## src/rtl/vote_tally_pkg.sv

```systemverilog
// Shared voting definitions: poll FSM state encodings and candidate codes.
package vote_tally_pkg;

  typedef enum logic [1:0] {
    ST_IDLE    = 2'd0,
    ST_OPEN    = 2'd1,
    ST_COMPARE = 2'd2,
    ST_CLOSED  = 2'd3
  } state_t;

  localparam logic CAND_A = 1'b0;
  localparam logic CAND_B = 1'b1;

endpackage

```

## src/rtl/vote_tally_sat_counter.sv

```systemverilog
// Saturating per-candidate counter with synchronous clear; count registered, 1-cycle update.
// No backpressure: increments at the maximum value are dropped and flagged through at_max.
module sat_counter #(
  parameter int W = 8
) (
  input  logic         clk,
  input  logic         reset,
  input  logic         clear,
  input  logic         inc,
  output logic [W-1:0] count,
  output logic         at_max
);

  assign at_max = &count;

  always_ff @(posedge clk or posedge reset) begin
    if (reset) begin
      count <= '0;
    end else if (clear) begin
      count <= '0;
    end else if (inc && !at_max) begin
      count <= count + 1'b1;
    end
  end

endmodule

```

## src/rtl/vote_tally.sv

```systemverilog
// Two-candidate poll: counts strobed votes while open, latches winner/tie one cycle after close.
// Latency: counts visible 1 cycle after a vote, result 2 cycles after close_req; no backpressure.
module vote_tally
  import vote_tally_pkg::*;
#(
  parameter int CNT_W = 8
) (
  input  logic             clk,
  input  logic             reset,
  input  logic             vote_enable,
  input  logic             current_candidate,
  input  logic             vote_done,
  input  logic             open_req,
  input  logic             close_req,
  output logic [CNT_W-1:0] count_a,
  output logic [CNT_W-1:0] count_b,
  output logic [CNT_W:0]   total,
  output logic             poll_open,
  output logic             result_valid,
  output logic             winner,
  output logic             tie,
  output logic             sat_flag,
  output logic             proto_err,
  output logic             vote_reject
);

  state_t state;
  logic   in_open;
  logic   start;
  logic   accept;
  logic   inc_a;
  logic   inc_b;
  logic   a_max;
  logic   b_max;
  logic   hit_max;

  assign in_open = (state == ST_OPEN);
  assign start   = ((state == ST_IDLE) || (state == ST_CLOSED)) && open_req;
  assign accept  = in_open && vote_enable && vote_done;
  assign inc_a   = accept && (current_candidate == CAND_A);
  assign inc_b   = accept && (current_candidate == CAND_B);
  assign hit_max = (current_candidate == CAND_A) ? a_max : b_max;

  sat_counter #(.W(CNT_W)) u_cnt_a (
    .clk    (clk),
    .reset  (reset),
    .clear  (start),
    .inc    (inc_a),
    .count  (count_a),
    .at_max (a_max)
  );

  sat_counter #(.W(CNT_W)) u_cnt_b (
    .clk    (clk),
    .reset  (reset),
    .clear  (start),
    .inc    (inc_b),
    .count  (count_b),
    .at_max (b_max)
  );

  always_ff @(posedge clk or posedge reset) begin
    if (reset) begin
      state        <= ST_IDLE;
      total        <= '0;
      poll_open    <= 1'b0;
      result_valid <= 1'b0;
      winner       <= 1'b0;
      tie          <= 1'b0;
      sat_flag     <= 1'b0;
      proto_err    <= 1'b0;
      vote_reject  <= 1'b0;
    end else begin
      vote_reject <= vote_enable && !in_open;
      case (state)
        ST_IDLE, ST_CLOSED: begin
          if (open_req) begin
            state        <= ST_OPEN;
            poll_open    <= 1'b1;
            total        <= '0;
            result_valid <= 1'b0;
            winner       <= 1'b0;
            tie          <= 1'b0;
            sat_flag     <= 1'b0;
            proto_err    <= 1'b0;
          end
        end
        ST_OPEN: begin
          // A saturated candidate keeps total consistent with count_a + count_b.
          if (accept) begin
            if (hit_max) sat_flag <= 1'b1;
            else         total    <= total + 1'b1;
          end
          if (vote_enable ^ vote_done) proto_err <= 1'b1;
          if (close_req) begin
            state     <= ST_COMPARE;
            poll_open <= 1'b0;
          end
        end
        ST_COMPARE: begin
          state        <= ST_CLOSED;
          result_valid <= 1'b1;
          winner       <= (count_b > count_a);
          tie          <= (count_a == count_b);
        end
        default: state <= ST_IDLE;
      endcase
    end
  end

endmodule

```

## config.mk

```make
export PLATFORM = sky130hd
export DESIGN_NAME = vote_tally
export DESIGN_NICKNAME = d
export VERILOG_FILES = /design/src/rtl/vote_tally_pkg.sv /design/src/rtl/vote_tally_sat_counter.sv /design/src/rtl/vote_tally.sv
export SDC_FILE = /design/constraint.sdc
export NUM_CORES = 1
export LEC_CHECK = 0
export CORE_AREA = 5 5 74 76
export DETAILED_ROUTE_END_ITERATION = 7
export DIE_AREA = 0 0 79 81
export GPL_TIMING_DRIVEN = 0
export PLACE_DENSITY = 0.71
export SKIP_CTS_REPAIR_TIMING = 1
export SLEW_MARGIN = 20
export SYNTH_ARGS = -nofsm -noshare
export SYNTH_HDL_FRONTEND = slang
export SYNTH_HIERARCHICAL = 1
export SYNTH_SLANG_ARGS = --single-unit
export TNS_END_PERCENT = 30
```

## constraint.sdc

```tcl
create_clock -name clk -period 2.53 [get_ports clk]
set_input_delay 0.253 -clock clk [delete_from_list [all_inputs] [get_ports clk]]
set_output_delay 0.253 -clock clk [all_outputs]
set_load 0.01 [all_outputs]
```

==> results of run 1 <==
[power groups by stage]
stage | Combinational (uW) | Clock (uW) | Sequential, uW
after floorplan | 416 | 0 | 707
after global placement | 674 | 0 | 692
after detailed placement | 682 | 0 | 696
after CTS | 685 | 419 | 686
after global routing | 765 | 452 | 696
final | 686 | 410 | 686
[layer usage]
layer  vias to the layer above  track usage  share of wire
met1                       875       0.2188           0.49
met5                         -            0              0
met4                         0      0.06186          0.015
met2                        48       0.2584           0.45
met3                         6      0.03991          0.046
li1                        897            -              -
[cell families (layout without fill, tap and decap cells)]
| kind of cell | after synthesis | in the layout | share of synthesized area |
|---|---|---|---|
| mux | 8 | 8 | 0.05060 |
| fa+ha+maj | 13 | 13 | 0.07832 |
| simple gates | 90 | 90 | 0.2416 |
| compound gates | 53 | 53 | 0.1723 |
| flops | 34 | 34 | 0.4096 |
| xor+xnor | 4 | 4 | 0.01687 |
| buf+inv | 17 | 63 | 0.03072 |
[synth_stat cells]
cell type  instances
a21oi_1           22
o22ai_1            2
a31oi_4            2
xnor2_1            3
or4_1              1
nand2_1           12
nand4_1            7
o211a_1            2
and4_1             3
xor2_1             1
nor3_1             9
nand4_2            2
a31oi_1            3
nor2_1            19
mux2_4             5
o31ai_1            1
nor4_1             3
nand2b_1           5
dfrtp_1           34
and4_4             2
a41o_1             1
mux2i_1            3
a211oi_1           6
and3_1             5
ha_1              13
o21ai_0            7
nor3b_1            1
o21a_1             2
inv_1             14
nand3b_1           1
a32o_1             1
clkbuf_1           3
a31o_2             1
or3_4              1
a22oi_1            1
nand3_1            9
nor2b_1            9
a21o_1             1
o211ai_1           1
or3_1              1
[per-stage QoR]
stage / TNS [ps] / cell area [sq um] / setup slack (ps) / std cells
2_1_floorplan: 0 / 2077 / 221.5 / 219
3_3_place_gp: -105.5 / 2525 / -105.5 / 311
3_5_place_dp: -71.25 / 2525 / -71.25 / 311
4_1_cts: -78.84 / 2616 / -78.84 / 319
5_1_grt: 0 / 2630 / 23.97 / 319
6_report: 0 / 2630 / 109.6 / 319
[worst max-delay path by stage]
stage,slack [ps],depth (start not counted),end,startpoint
after floorplan,220,7,total[7],u_cnt_a/count[0]
after global placement,-110,6,u_cnt_a/count[3],vote_enable
after detailed placement,-70,6,u_cnt_a/count[3],vote_enable
after CTS,-80,7,u_cnt_a/count[3],state[1]
after global routing,20,7,total[7],u_cnt_b/count[1]
final,110,7,total[7],u_cnt_b/count[0]
[final cells by class]
class / instances / area (sq um) / share of cell area
multi-input combinational: 168 / 1176 / 0.4472
sequential: 34 / 850.8 / 0.3235
timing repair buffer: 38 / 380.4 / 0.1446
clock buffer: 7 / 86.33 / 0.03283
tap: 54 / 67.56 / 0.02569
inverter: 14 / 52.55 / 0.01998
buffer: 3 / 11.26 / 0.004282
clock inverter: 1 / 5.005 / 0.001903
[state kept, by name, indices dropped and copies added, names as in the netlist, 2 cells and up]
signal and cells:
total 9, u_cnt_b/count 8, u_cnt_a/count 8, state 2
==> impl_metrics.ini, run 1 <==
[cts]
clk_pin_slew_ps = 70
clkLatencyLatePin_ps = 280
cts-root-buf = clkbuf_8
numClockSinks = 34
cts_max_level = 2
cts.path.max_buffers = 2
numCtsBuffers = 5
cts_tree = built

[routing]
route.vias.total = 1826
vias_per_cell = 5.724
drtIter0Drc = 104
routed_wl_mm = 4.917
ant_nets = 0
firstDrtPassIters = 4
wire_per_inst_um = 15.41
drc = 0

[grt]
grt_pass1_vias = 1747
grt-ovfl-total = 0
track_usage = 0.1640
antenna_found_initial = 0
grt_start_max_net_pins = 19
grt_pass1_wl_mm = 8.293

[yosys]
yosysSeqAreaShare = 0.4096
yosys_warnings = 6
synth_cell_types = 40
syn_nets = 239
synth.top_cell.area_share = 0.4096
syn_inst = 219
synthTopCellsByArea = dfrtp_1 (41%), ha_1 (7.8%), a21oi_1 (5.3%)
synth_largest_area_cell = dfrtp_1
netlist_area_sq_um = 2077
ys_seq_elements = 34
postSynthAreaPerCell_sq_um = 9.484

[worst_hold_path]
min_path_type = in2async

[setup_path]
rr_startpoint = u_cnt_b/count[0]
cp_top_family = simple AND/OR/NAND/NOR gates
path_max_fanout = 7
crit_chain = ha_1 > nand3_1 > nor2_1 > mux2_4 > or3_4 > or4_1 > a21oi_1
timing.rr.end = total[7]
slowest_delay_ps = 510
cp_slowest_cell = or4_1
r2r_setup_slack_ps = 110
crit_type = reg2reg
worstPathArrival_ps = 2630
reg2regPathDepth = 7
cp_num_buf_inv = 0
start_kind = flop
required_ps = 2740
endpoint_kind = flop

[floorplanning]
ioPinCount = 39
die_area_sq_um = 6399
start_util = 0.4456
die_width_um = 79
num_rows = 25
core-area_sq_um = 4661
fp.dieH_um = 81

[cells_and_area]
final_common_cell = clkdlybuf4s50_1
most-common-layout-cells = clkdlybuf4s50_1 (38), dfrtp_1 (34), a21oi_1 (22)
nNetsFinal = 284
final_util = 0.5643
drive_gt1_frac = 0.08302
antennaDiodeCount = 0
syn2layout_area_growth_pct = 26.63
fillers = 429

[pwr]
p_per_area_nw_per_um2 = 677.8
power_switching_uw = 644.7
clockPowerShare = 0.230
finalPower_uw = 1783
switching_share = 0.3616
p_int_uw = 1138
p_leak_uw = 0.001140
seq_power_share = 0.385
ir_drop_mv = 0.3622
pwr-share-comb = 0.385

[timing]
drv_slew = 0
skew_ps = 4.673
post-route-period-util = 0.9567
period_minus_slack_ps = 2420
relSlewSlack = 0.5305
finalSetupViolations = 0
holdWs_ps = 279.7
hold_viol = 0
fmax_mhz = 413.2
tightest_slew_ps = 703.4
rsz0062_at_grt = no

[place]
dp_hpwl_mm = 3.644
portBuffers = 38
place.gp.congestion = 0.8447

[flow_run]
maxCapViolations = 0

[outcome]
status = complete, no violations
Note: power is estimated with default switching activity, not from simulation.
==> run 2: changes to the inputs <==
- GPL_ROUTABILITY_DRIVEN: unset -> 0
==> results of run 2 <==
No change in the layout: final DEF, timing and power equal those of run 1.
